### src/rtl/dds_wave_gen_pkg.sv
// Shared types and constants for the DDS waveform generator: waveform codes, FSM states,
// the packed config record and the output saturation helper.
package dds_wave_gen_pkg;

  localparam logic [7:0] DA_MID = 8'd128;

  typedef enum logic [1:0] {
    WAVE_SINE   = 2'd0,
    WAVE_SQUARE = 2'd1,
    WAVE_TRI    = 2'd2,
    WAVE_SAW    = 2'd3
  } wave_e;

  typedef enum logic [1:0] {
    ST_IDLE = 2'd0,
    ST_RUN  = 2'd1,
    ST_HOLD = 2'd2
  } state_e;

  typedef struct packed {
    wave_e       wave;
    logic [31:0] freq;
    logic [9:0]  phase;
    logic [7:0]  amp;
    logic [7:0]  ofs;
    logic [7:0]  duty;
    logic [15:0] burst;
  } cfg_t;

  localparam cfg_t CFG_RESET = '{
    wave:  WAVE_SINE,
    freq:  32'd0,
    phase: 10'd0,
    amp:   8'd255,
    ofs:   8'd0,
    duty:  8'd128,
    burst: 16'd0
  };

  function automatic logic [7:0] sat_u8(input logic signed [9:0] v);
    if (v < 10'sd0) return 8'd0;
    if (v > 10'sd255) return 8'd255;
    return v[7:0];
  endfunction

endpackage

### src/rtl/dds_wave_gen_if.sv
// Config write port of the DDS generator: all cfg_* land in a shadow register on cfg_valid,
// cfg_ready reports that no shadow update is still waiting to be committed.
interface dds_wave_gen_if;
  logic        cfg_valid;
  logic        cfg_ready;
  logic [1:0]  cfg_wave;
  logic [31:0] cfg_freq;
  logic [9:0]  cfg_phase;
  logic [7:0]  cfg_amp;
  logic [7:0]  cfg_ofs;
  logic [7:0]  cfg_duty;
  logic [15:0] cfg_burst;

  modport master (
    output cfg_valid, cfg_wave, cfg_freq, cfg_phase, cfg_amp, cfg_ofs, cfg_duty, cfg_burst,
    input  cfg_ready
  );

  modport slave (
    input  cfg_valid, cfg_wave, cfg_freq, cfg_phase, cfg_amp, cfg_ofs, cfg_duty, cfg_burst,
    output cfg_ready
  );
endinterface

### src/rtl/dds_wave_gen_sine_lut_q.sv
// Registered 256x7 quarter-wave sine ROM (1-cycle latency). The table is built at elaboration
// with a Bhaskara rational approximation sampled at bin centres, rounded to 0..127.
module dds_wave_gen_sine_lut_q (
  input  logic       da_clk,
  input  logic       rst_n,
  input  logic [7:0] addr,
  output logic [6:0] q
);

  function automatic logic [1791:0] build_table();
    logic [1791:0] t;
    longint x, p, num, den;
    t = '0;
    for (int i = 0; i < 256; i++) begin
      // x is the bin-centre angle in 1/256 degree; p = x*(180deg - x) in the same scale squared
      x   = longint'(2 * i + 1) * 45;
      p   = x * (longint'(46080) - x);
      num = p * 4 * 127;
      den = longint'(40500) * 65536 - p;
      t[i*7 +: 7] = 7'((2 * num + den) / (2 * den));
    end
    return t;
  endfunction

  localparam logic [1791:0] TABLE = build_table();

  always_ff @(posedge da_clk or negedge rst_n) begin
    if (!rst_n) q <= '0;
    else        q <= TABLE[int'(addr) * 7 +: 7];
  end

endmodule

### src/rtl/dds_wave_gen.sv
// DDS waveform generator for the 8-bit DAC: phase accumulator with burst FSM, shadowed config
// committed on period boundaries, and a 4-stage waveform/gain/offset pipeline.
module dds_wave_gen
  import dds_wave_gen_pkg::*;
#(
  parameter int ACC_W  = 32,
  parameter int ADDR_W = 10
) (
  input  logic              da_clk,
  input  logic              rst_n,
  input  logic              run,
  dds_wave_gen_if.slave     cfg,
  output logic [7:0]        da_data,
  output logic              wave_sync,
  output logic              burst_done,
  output logic              busy
);

  state_e            state;
  logic [ACC_W-1:0]  acc;
  logic [ACC_W:0]    acc_sum;
  logic [15:0]       burst_cnt;
  logic              pending, period_start;
  logic              wrap, commit, last_period;
  cfg_t              shadow, act;

  always_comb begin
    acc_sum     = {1'b0, acc} + {1'b0, ACC_W'(act.freq)};
    wrap        = (state == ST_RUN) && acc_sum[ACC_W];
    commit      = pending && ((state != ST_RUN) || wrap);
    last_period = (act.burst != 16'd0) && ((burst_cnt + 16'd1) == act.burst);
  end

  assign busy          = (state == ST_RUN);
  assign cfg.cfg_ready = ~pending;

  // A write landing on the commit cycle keeps pending set, so the newer values wait for the next wrap.
  always_ff @(posedge da_clk or negedge rst_n) begin
    if (!rst_n) begin
      state        <= ST_IDLE;
      acc          <= '0;
      burst_cnt    <= '0;
      pending      <= 1'b0;
      period_start <= 1'b0;
      burst_done   <= 1'b0;
      shadow       <= CFG_RESET;
      act          <= CFG_RESET;
    end else begin
      burst_done   <= 1'b0;
      period_start <= 1'b0;
      if (commit) act <= shadow;
      if (cfg.cfg_valid) begin
        shadow <= '{wave: wave_e'(cfg.cfg_wave), freq: cfg.cfg_freq, phase: cfg.cfg_phase,
                    amp: cfg.cfg_amp, ofs: cfg.cfg_ofs, duty: cfg.cfg_duty, burst: cfg.cfg_burst};
        pending <= 1'b1;
      end else if (commit) begin
        pending <= 1'b0;
      end
      unique case (state)
        ST_IDLE: begin
          acc       <= '0;
          burst_cnt <= '0;
          if (run) begin
            state        <= ST_RUN;
            period_start <= 1'b1;
          end
        end
        ST_RUN: begin
          if (!run) begin
            state <= ST_IDLE;
            acc   <= '0;
          end else if (wrap && last_period) begin
            state      <= ST_HOLD;
            acc        <= '0;
            burst_cnt  <= '0;
            burst_done <= 1'b1;
          end else begin
            acc <= acc_sum[ACC_W-1:0];
            if (wrap) begin
              burst_cnt    <= burst_cnt + 16'd1;
              period_start <= 1'b1;
            end
          end
        end
        ST_HOLD: begin
          acc <= '0;
          if (!run) state <= ST_IDLE;
        end
        default: state <= ST_IDLE;
      endcase
    end
  end

  logic              s1_valid, s1_sync;
  logic [ADDR_W-1:0] s1_addr;
  wave_e             s1_wave;
  logic [7:0]        s1_duty, s1_amp, s1_ofs;
  logic              s2_valid, s2_sync, s2_is_sine, s2_neg;
  logic [7:0]        s2_raw, s2_amp, s2_ofs;
  logic [6:0]        s2_q;
  logic              s3_valid, s3_sync;
  logic signed [8:0] s3_m;
  logic [7:0]        s3_ofs;
  logic [7:0]        lut_idx, raw_next, raw;
  logic signed [8:0] s_val;
  logic signed [18:0] prod;
  logic signed [9:0] out_sum;

  always_comb begin
    lut_idx  = s1_addr[8] ? ~s1_addr[7:0] : s1_addr[7:0];
    raw_next = s1_addr[9:2];
    case (s1_wave)
      WAVE_SQUARE: raw_next = (s1_addr[9:2] < s1_duty) ? 8'd255 : 8'd0;
      WAVE_TRI:    raw_next = s1_addr[9] ? ~s1_addr[8:1] : s1_addr[8:1];
      default:     raw_next = s1_addr[9:2];
    endcase
    raw     = s2_is_sine ? (s2_neg ? (8'd128 - {1'b0, s2_q}) : (8'd128 + {1'b0, s2_q})) : s2_raw;
    s_val   = $signed({1'b0, raw}) - 9'sd128;
    prod    = s_val * $signed({1'b0, {1'b0, s2_amp} + 9'd1});
    out_sum = 10'(s3_m) + 10'sd128 + 10'($signed(s3_ofs));
  end

  dds_wave_gen_sine_lut_q u_sine_lut (
    .da_clk (da_clk),
    .rst_n  (rst_n),
    .addr   (lut_idx),
    .q      (s2_q)
  );

  // Every sample carries the config that was active when its phase was registered.
  always_ff @(posedge da_clk or negedge rst_n) begin
    if (!rst_n) begin
      s1_valid <= 1'b0; s1_sync <= 1'b0; s1_addr <= '0; s1_wave <= WAVE_SINE;
      s1_duty <= '0; s1_amp <= '0; s1_ofs <= '0;
      s2_valid <= 1'b0; s2_sync <= 1'b0; s2_is_sine <= 1'b0; s2_neg <= 1'b0;
      s2_raw <= '0; s2_amp <= '0; s2_ofs <= '0;
      s3_valid <= 1'b0; s3_sync <= 1'b0; s3_m <= '0; s3_ofs <= '0;
      da_data <= DA_MID; wave_sync <= 1'b0;
    end else begin
      s1_valid   <= (state == ST_RUN);
      s1_sync    <= period_start;
      s1_addr    <= acc[ACC_W-1 -: ADDR_W] + act.phase;
      s1_wave    <= act.wave;
      s1_duty    <= act.duty;
      s1_amp     <= act.amp;
      s1_ofs     <= act.ofs;
      s2_valid   <= s1_valid;
      s2_sync    <= s1_sync;
      s2_is_sine <= (s1_wave == WAVE_SINE);
      s2_neg     <= s1_addr[9];
      s2_raw     <= raw_next;
      s2_amp     <= s1_amp;
      s2_ofs     <= s1_ofs;
      s3_valid   <= s2_valid;
      s3_sync    <= s2_sync;
      s3_m       <= prod[16:8];
      s3_ofs     <= s2_ofs;
      da_data    <= s3_valid ? sat_u8(out_sum) : DA_MID;
      wave_sync  <= s3_valid & s3_sync;
    end
  end

endmodule

### src/flat_wrapper.sv
// flat-port wrapper written by rule: the top's interface ports become plain ports
module dds_wave_gen_flat import dds_wave_gen_pkg::*;
#(
  parameter int ACC_W  = 32,
  parameter int ADDR_W = 10
)
  (da_clk, rst_n, run, da_data, wave_sync, burst_done, busy, cfg_cfg_valid, cfg_cfg_wave, cfg_cfg_freq, cfg_cfg_phase, cfg_cfg_amp, cfg_cfg_ofs, cfg_cfg_duty, cfg_cfg_burst, cfg_cfg_ready);
  dds_wave_gen_if cfg_i ();
  input  logic da_clk;
  input  logic rst_n;
  input  logic run;
  output logic [7:0] da_data;
  output logic wave_sync;
  output logic burst_done;
  output logic busy;
  input wire logic [$bits(cfg_i.cfg_valid)-1:0] cfg_cfg_valid;
  input wire logic [$bits(cfg_i.cfg_wave)-1:0] cfg_cfg_wave;
  input wire logic [$bits(cfg_i.cfg_freq)-1:0] cfg_cfg_freq;
  input wire logic [$bits(cfg_i.cfg_phase)-1:0] cfg_cfg_phase;
  input wire logic [$bits(cfg_i.cfg_amp)-1:0] cfg_cfg_amp;
  input wire logic [$bits(cfg_i.cfg_ofs)-1:0] cfg_cfg_ofs;
  input wire logic [$bits(cfg_i.cfg_duty)-1:0] cfg_cfg_duty;
  input wire logic [$bits(cfg_i.cfg_burst)-1:0] cfg_cfg_burst;
  output wire logic [$bits(cfg_i.cfg_ready)-1:0] cfg_cfg_ready;
  assign cfg_i.cfg_valid = cfg_cfg_valid;
  assign cfg_i.cfg_wave = cfg_cfg_wave;
  assign cfg_i.cfg_freq = cfg_cfg_freq;
  assign cfg_i.cfg_phase = cfg_cfg_phase;
  assign cfg_i.cfg_amp = cfg_cfg_amp;
  assign cfg_i.cfg_ofs = cfg_cfg_ofs;
  assign cfg_i.cfg_duty = cfg_cfg_duty;
  assign cfg_i.cfg_burst = cfg_cfg_burst;
  assign cfg_cfg_ready = cfg_i.cfg_ready;
  dds_wave_gen #(.ACC_W(ACC_W), .ADDR_W(ADDR_W)) u_core (.da_clk(da_clk), .rst_n(rst_n), .run(run), .cfg(cfg_i), .da_data(da_data), .wave_sync(wave_sync), .burst_done(burst_done), .busy(busy));
endmodule
### config.mk
export PLATFORM = sky130hd
export DESIGN_NAME = dds_wave_gen_flat
export DESIGN_NICKNAME = d
export VERILOG_FILES = /design/src/rtl/dds_wave_gen_pkg.sv /design/src/rtl/dds_wave_gen_if.sv /design/src/rtl/dds_wave_gen_sine_lut_q.sv /design/src/rtl/dds_wave_gen.sv /design/src/flat_wrapper.sv
export SDC_FILE = /design/constraint.sdc
export NUM_CORES = 1
export LEC_CHECK = 0
export ABC_AREA = 1
export BUFFER_PORTS_ARGS = -buffer_cell sky130_fd_sc_hd__buf_2
export CORE_MARGIN = 2
export CORE_UTILIZATION = 35
export DETAILED_ROUTE_END_ITERATION = 8
export GPL_ROUTABILITY_DRIVEN = 0
export GPL_TIMING_DRIVEN = 0
export PLACE_DENSITY_LB_ADDON = 0.3
export SLEW_MARGIN = 25
export SYNTH_ARGS = -nofsm -noshare
export SYNTH_HDL_FRONTEND = slang
export SYNTH_HIERARCHICAL = 1
export SYNTH_SLANG_ARGS = --single-unit
### constraint.sdc
create_clock -name da_clk -period 6 [get_ports da_clk]
set_clock_uncertainty 0.2 [all_clocks]
set_input_delay 0.3 -clock da_clk [delete_from_list [all_inputs] [get_ports da_clk]]
set_output_delay 0.3 -clock da_clk [all_outputs]
set_load 0.02 [all_outputs]
== Word level (Yosys, flattened, before mapping) ==
Cells that the tools add are included.

* Flip-flop bits (word level): 322
* Output and inout bits: 12
* Logic and storage cells: 121
* Input bits: 88

* Eq/ne operators: 11
* Multiply operators: 2
* Bitwise operators: 4
* Order comparisons: 3
* Shifts and indexed selects: 1
* Multiplexer cells: 36
* Add/sub/neg operators: 9
* Reductions and logical operators: 14

{| class="wikitable"
|+ Operators with widths
! kind !! number
|-
| $shiftx 1792x12->7 const A || 1
|-
| $mux 8 || 10
|-
| $mux 32 || 2
|-
| $pmux 32 s2 || 1
|-
| $mux 16 || 3
|-
| $add 32x32->33 || 1
|-
| $pmux 16 s2 || 1
|-
| $mul 9x10->17 || 1
|-
| $add 16x1->16 const B || 1
|-
| $eq 16x16->1 || 1
|-
| $not 8->8 || 2
|-
| $pmux 8 s2 || 1
|-
| $reduce_bool 16->1 || 1
|-
| $mux 1 || 12
|-
| $mul 8x3->11 const B || 1
|-
| $add 10x10->10 || 1
|-
| $add 10x8->10 || 1
|-
| $add 9x9->10 const B || 1
|-
| $gt 10x9->1 const B || 1
|-
| $lt 10x1->1 const B || 1
|-
| $add 8x1->9 const B || 1
|-
| $sub 8x8->9 const B || 1
|-
| $add 8x7->8 const A || 1
|-
| $lt 8x8->1 || 1
|-
| 18 further kinds || 32
|}

== Logic depth before layout (Yosys ltp) ==
Gate-level depths: netlist (run 1).

* Word-level depth: 8
* Gate-level depth with buffers: 29

== Cells and area by module ==
Netlist (run 1), hierarchy kept.

{| class="wikitable"
|+ Modules (own cells, without submodules)
! module !! sequential area each (sq um) !! cells each !! area an instance (sq um) !! instances
|-
| dds_wave_gen || 7906.3 || 2001 || 17438.0 || 1
|-
| dds_wave_gen_sine_lut_q || 175.2 || 287 || 1537.7 || 1
|}

== Least setup slack after synthesis (run 1) ==
No wires, ideal clock.

* Path type: register -> register
* Start: reg u_core.u_sine_lut.q[0]
* End: reg u_core.s3_m[7]
* Clock period less this slack: 5.694 ns
* Path buffers: 0
* Arrival time: 5.378 ns
* Path slack: 0.306 ns
* Library setup time: 0.116 ns
* Cell stages (with the launch flop): 28
* Data required time: 5.684 ns
* Path through: dfrtp_1 > inv_1 > ha_1 > nand2_1 > nand2_1 > or2_2 > nand3_1 > o21ai_1 > or2_2 > fa_1 > fa_1 > inv_1 > fa_1 > fa_1 > inv_1 > fa_1 > inv_1 > ha_1 > nand2_1 > a21oi_1 > a211oi_1 > nand2_1 > a21oi_1 > inv_1 > a21oi_1 > inv_1 > nand2_1 > nand2_1

* Cells in the longest elaborated chain, start to end: 5

{| class="wikitable"
|+ Ends and longest elaborated chain
! element !! RTL line !! RTL
|-
| from (decl) || dds_wave_gen_sine_lut_q.sv:7 || <nowiki>output logic [6:0] q</nowiki>
|-
| from (signal assigned) || dds_wave_gen_sine_lut_q.sv:29 || <nowiki>else q <= TABLE[int'(addr) * 7 +: 7];</nowiki>
|-
| $add 8x7->8 or $sub 8x7->8 (tied branches) || dds_wave_gen.sv:117 || <nowiki>raw = s2_is_sine ? (s2_neg ? (8'd128 - {1'b0, s2_q}) : (8'd128 + {1'b0, s2_q})) : s2_raw;</nowiki>
|-
| $mux 8 (*) (2 in series) || dds_wave_gen.sv:117 ||
|-
| $sub 8x8->9 (*) || dds_wave_gen.sv:118 || <nowiki>s_val = $signed({1'b0, raw}) - 9'sd128;</nowiki>
|-
| $mul 9x10->17 (*) || dds_wave_gen.sv:119 || <nowiki>prod = s_val * $signed({1'b0, {1'b0, s2_amp} + 9'd1});</nowiki>
|-
| named net u_core.prod[15] || dds_wave_gen.sv:106 || <nowiki>logic signed [18:0] prod;</nowiki>
|-
| to (signal assigned) || dds_wave_gen.sv:156 || <nowiki>s3_m <= prod[16:8];</nowiki>
|-
| to (decl) || dds_wave_gen.sv:102 || <nowiki>logic signed [8:0] s3_m;</nowiki>
|}

The timed path passes the listed nets; every way through them passes the cells marked *.
A chain may end at the register's enable or synchronous reset.

== Worst setup path after layout (run 1) ==
* Start: reg u_core.u_sine_lut.q[1]
* End: reg u_core.s3_m[7]

The elaborated chain is that of the path after synthesis.

==> results.cfg, run 1 <==
[global_routing]
use_met3 = 0.02751
grt_pass1_wl_um = 80960
grt_max_degree = 85
grt.busiest_layer = met2
antenna_found_initial = 0
use_met2 = 0.3085
grt_util_all_layers = 0.1751
overflow = 0
grt_pass1_vias = 16550
grt_use_met1 = 0.2207

[floorplanning]
pin_count = 100
fp.dieH_um = 236.8
core_area_um2 = 53710
die_area_um2 = 56100
rows = 85
die_w_um = 236.8
initial_core_util = 0.3533

[timing]
holdWs_ps = -3.002
fin_crit_sh = 0.9496
slew_violations = 0
setup_ws_ps = 302.3
period_minus_slack_ps = 5698
clock.fmax_mhz = 175.5
worstMarginPinSlew_ps = 849.0
setup-violations-final = 0
hold_viol_final = 1
timing.slew.headroom = 0.4321
tns_ps = 0

[finish]
final_common_cell = nand2_1
nNetsFinal = 2829
areaGrowthSynthToFinish_pct = 21.89
diodes = 0
final_cell_mix = nand2_1 (571), dfrtp_1 (302), inv_1 (292), o21ai_0 (232), nor2_1 (147)
postLayoutCellArea_um2 = 23130
drive_gt1_frac = 0.1203
fin_util = 0.4307

[detailed_routing]
dr.pass1.iters = 8
post_drt_wl_per_cell_um = 14.68
ant_nets = 0
num_vias = 16230
drc = 0
drt-initial-drc-count = 1174
wirelength_um = 48290
via_per_inst = 4.936

[setup_path]
worst-endpoint-required_ps = 6240
cp_max_fo = 6
arrival_ps = 5940
crit_path_start_kind = flop
crit_type = flop to flop
cp-end-kind = flop

[logic_synthesis]
ys_ff_latch = 322
synthFlopType = dfrtp_1
syn-num-nets = 2552
ys_seq_area_frac = 0.4259
yosys_warnings = 6
synth_cells = 2288
async_flop_share = 1.000
avgSynthCellArea_um2 = 8.294
synthesis.area_um2 = 18980
synth-edff-count = 0
yosysUniqueCellTypes = 47

[clock_network]
clock_latency_ps = 550
cts_tree = done
clock_tree.buffer_depth = 3
cts_buffers = 37
cts.sinks = 322
htreeDepth = 2
clockRootBuffer = clkbuf_16
clk_pin_slew_ps = 60

[outcome]
outcome = finished with violations
failed_checks = negative hold slack

[place]
place_area_um2 = 20460
dpl_worst_slack_ps = -387.2
port_buffers = 98
dp_hpwl_um = 35250

[flow_run]
max_cap_viol_count = 0

[min_path]
hold_class = input pin to flop
==> per-layer routing <==
layer	up-vias	part of all wire
met5	-	0
met4	0	0.026
met3	109	0.049
met2	456	0.49
met1	7732	0.43
li1	7936	-
==> cells in the mapped netlist (all sizes together), types with 2 or more instances <==
master   instances  area share
nand4           28      0.0092
nor3            16      0.0042
nand3b           8      0.0032
a21boi           3      0.0012
a21o             4      0.0016
or2             18      0.0059
fa              52       0.055
inv            297       0.059
o211ai           6      0.0024
xnor2           27       0.012
nand2          582        0.12
clkbuf          34      0.0067
a31oi           12      0.0040
dfstp           19       0.026
nand3          137       0.037
buf             35       0.013
ha             124       0.082
a21oi           97       0.026
o21bai           9      0.0036
nor2           156       0.032
o21ai          266       0.074
nor4             3     0.00099
dfrtp          303        0.40
o2111ai          4      0.0018
o21a             2     0.00079
xor2            39       0.018
==> flip-flops by register name, indices dropped and copies added, names as in the netlist, 9 cells and up <==
register          flops
u_core/shadow        84
u_core/burst_cnt     16
u_core/acc           32
u_core/act           84
u_core/s1_addr       10
u_core/s3_m           9
==> worst max-delay path, stage by stage, from the launching register on <==
cell      delay [ps]
dfrtp_1          370
inv_1             70
ha_1             190
nand2_1           70
nand2_1           70
or2_2            290
nand3_2           80
o21ai_4           90
or2_2            300
fa_1             450
fa_1             490
inv_1             50
fa_1             470
fa_1             510
inv_1             50
fa_1             490
inv_1             60
ha_4             250
nand2_1           70
a21oi_1           50
a211oi_2         230
nand2_2          130
a21oi_4          190
inv_1             70
a21oi_2          150
inv_1             50
nand2_1           50
nand2_1           40
==> path summary, 6_finish.rpt <==
| path | to | cells past startpoint | slack (ps) | startpoint |
|---|---|---|---|---|
| worst min register to register | u_core/s2_ofs[3] | 0 | 140 | u_core/s1_ofs[3] |
| worst max register to register | u_core/s3_m[7] | 27 | 300 | u_core/u_sine_lut/q[1] |
| min in group asynchronous | u_core/shadow[3] | 3 | 540 | rst_n |
| worst min-delay path | u_core/shadow[9] | 2 | -3 | cfg_cfg_valid |
| max in group asynchronous | u_core/da_data[7] | 5 | 4010 | rst_n |
| worst max-delay path | u_core/s3_m[7] | 27 | 300 | u_core/u_sine_lut/q[1] |
==> kinds of logic (layout without fill, tap and decap cells) <==
group | after synthesis | in the layout | synth area share
buffers and inverters | 366 | 671 | 0.07814
xor gates and xnor gates | 67 | 67 | 0.03172
DFF | 322 | 322 | 0.4259
adders and majority gates | 176 | 176 | 0.1366
and+or+nand+nor | 948 | 948 | 0.2096
AOI/OAI and AO/OA | 409 | 409 | 0.1180
==> final cells by class <==
type / instances / area [um^2]
multi-input combinational: 1600 / 9524
fill: 5134 / 30580
buffer: 69 / 375.4
timing repair buffer: 238 / 1944
sequential: 322 / 8083
inverter: 297 / 1115
clock inverter: 15 / 165.2
clock buffer: 52 / 1052
tap: 696 / 870.8
==> stage by stage <==
step                hold WS, ps  cells
finish                   -3.002   3289
global route              37.67   3289
CTS                      0.5400   3278
detailed placement        2.576   3086
global placement          132.0   3082
floorplan                -195.6   2288
==> timing repair <==
action / 4_1_cts / 5_1_grt
resized for setup: 7 / 30
hold buffers: 125 / 0
setup buffers: 0 / 11
hold endpoints to repair: 238 / 0
endpoints found under the setup margin: 6 / 6
pin swaps: 0 / 10
Power of run 1 is not shown: default switching activity piles up to over one toggle a cycle in this logic, so the estimate is an artifact.
==> run 2: changes to the inputs <==
--- a/config.mk
+++ b/config.mk
@@ -9,6 +9,7 @@
 export BUFFER_PORTS_ARGS = -buffer_cell sky130_fd_sc_hd__buf_2
 export CORE_MARGIN = 2
 export CORE_UTILIZATION = 35
+export CTS_BUF_LIST = sky130_fd_sc_hd__clkbuf_8
 export DETAILED_ROUTE_END_ITERATION = 8
 export GPL_ROUTABILITY_DRIVEN = 0
 export GPL_TIMING_DRIVEN = 0
==> constraint.sdc (replaced) <==
create_clock -name da_clk -period 6 [get_ports da_clk]
set_clock_uncertainty 0.2 [all_clocks]
set_input_delay 0.3 -clock da_clk [delete_from_list [all_inputs] [get_ports da_clk]]
set_output_delay 0.3 -clock da_clk [all_outputs]
set_load 0.005 [all_outputs]
==> run 2 against run 1 <==
  * The flow finishes with violations (design-rule violations)
  * Critical endpoint unchanged
  * Routed wire length increased by 1.3%
  * Sequential share of layout area decreased by 0.29 points
  * Cell count increased by 1.8%
  * Non-clock buffer count increased by 23
  * Hold slack improved by 150 ps
  * Die area unchanged
  * Flip-flop and latch count unchanged
  * Setup slack got worse by 25 ps
==> results.cfg, run 2 (synthesis gave the netlist of run 1 again) <==
[timing]
setup-violations-final = 0
period_minus_slack_ps = 5723
clock.fmax_mhz = 174.7
worstMarginPinSlew_ps = 853.5
fin_crit_sh = 0.9538
hold_viol_final = 0
timing.slew.headroom = 0.4291
slew_violations = 0

[finish]
nNetsFinal = 2870
fill_cells = 5147
fin_util = 0.4342
areaGrowthSynthToFinish_pct = 22.89
largestRegisters = u_core/act x84, u_core/shadow x84, u_core/acc x32
final_common_cell = nand2_1
fin_cells = 3347
final_cell_mix = nand2_1 (571), inv_1 (314), dfrtp_1 (303), o21ai_0 (232)
diodes = 0
drive_gt1_frac = 0.1252

[setup_path]
slowest_stage = fa_1
cp_max_fo = 9
path_delay_family = adder cells
rrSetupSlack_ps = 280
worst-endpoint-required_ps = 6330
crit_type = flop to flop
rr_startpoint = u_core/u_sine_lut/q[2]
crit_path_start_kind = flop
critPathMaxStageDelay_ps = 510
arrival_ps = 6050
crit_buf_inv = 5
timing.rr.end = u_core/s3_m[7]
r2r_cells = 26
cp-end-kind = flop

[floorplanning]
rows = 85
die_area_um2 = 56100
core_area_um2 = 53710
die_w_um = 236.8
pin_count = 100
fp.dieH_um = 236.8
initial_core_util = 0.3533

[place]
dp.cells = 3086
port_buffers = 98
dp_hpwl_um = 35250

[min_path]
hold_class = flop to flop
hp-start = u_core/s2_ofs[4]
hold_depth = 0
whs_endpoint = u_core/s3_ofs[4]

[detailed_routing]
via_per_inst = 4.899
ant_nets = 0
drt-initial-drc-count = 1155
drc = 1
num_vias = 16400
wirelength_um = 48910
dr.pass1.iters = 9
post_drt_wl_per_cell_um = 14.61

[global_routing]
antenna_found_initial = 0
grt_pass1_vias = 16830
grt.busiest_layer = met2
grt_max_degree = 85
grt_use_met1 = 0.2236
overflow = 0
use_met2 = 0.3119
grt_pass1_wl_um = 81920
use_met3 = 0.02705
grt_util_all_layers = 0.1773

[clock_network]
clk_pin_slew_ps = 60
clockRootBuffer = clkbuf_8
clock_latency_ps = 650
clock_tree.buffer_depth = 3
htreeDepth = 2
cts_tree = done
cts.sinks = 322
cts_buffers = 55

[outcome]
failed_checks = design-rule violations
outcome = finished with violations

[flow_run]
max_cap_viol_count = 0
## run 2: cell types whose count changed in the layout (fill, tap and decap cells not counted), sizes merged
cell / previous run / this run
inv: 301 / 322
clkbuf: 85 / 100
bufinv: 2 / 3
buf: 149 / 150
clkinv: 8 / 6
dlygate4sd3: 125 / 147
## run 2: layout make-up
| type | count | area (um^2) | area share |
|---|---|---|---|
| sequential | 322 | 8082 | 0.3466 |
| clock inverter | 35 | 249.0 | 0.01068 |
| buffer | 69 | 375.4 | 0.01610 |
| tap | 696 | 870.8 | 0.03735 |
| timing repair buffer | 261 | 2185 | 0.09368 |
| inverter | 297 | 1115 | 0.04781 |
| multi-input combinational | 1600 | 9520 | 0.4083 |
| clock buffer | 67 | 922.1 | 0.03954 |
## run 2: per-layer routing
metal  share of wire  vias up  routed length, um
met5               0        -                  0
met4           0.025        0               1229
met3           0.048      100               2367
met2            0.49      476              24030
met1            0.44     7796              21280
li1                -     8026                  -
## run 2: how the worst max path moves through the flow
stage	end	cells after the start	start	slack [ps]
after floorplan	u_core/s3_m[7]	27	u_core/u_sine_lut/q[0]	310
after global routing	u_core/s3_m[7]	25	u_core/s2_amp[1]	-90
after detailed placement	u_core/s3_m[7]	27	u_core/s2_amp[0]	-390
after global placement	u_core/shadow[55]	1	rst_n	-1480
after CTS	u_core/s3_m[7]	26	u_core/u_sine_lut/q[2]	6
final	u_core/s3_m[7]	26	u_core/u_sine_lut/q[2]	280
## run 2: stage by stage
stage,setup WS (ps),hold slack (ps),instance area (um^2),setup TNS [ps]
floorplan,305.9,-195.6,18980,0
global placement,-1484,132.0,20340,-441280
detailed placement,-387.2,2.576,20460,-1210
CTS,5.713,145.6,23140,0
global route,-92.40,151.7,23320,-121.7
finish,277.2,145.3,23320,0
## run 2: what timing repair did
action,in CTS,in global routing
endpoints found under the hold margin,251,0
hold buffers,148,0
buffers inserted,0,11
endpoints found under the setup margin,6,6
pin swaps,0,10
resized for setup,6,29
Power of run 2 is left out for the same reason.
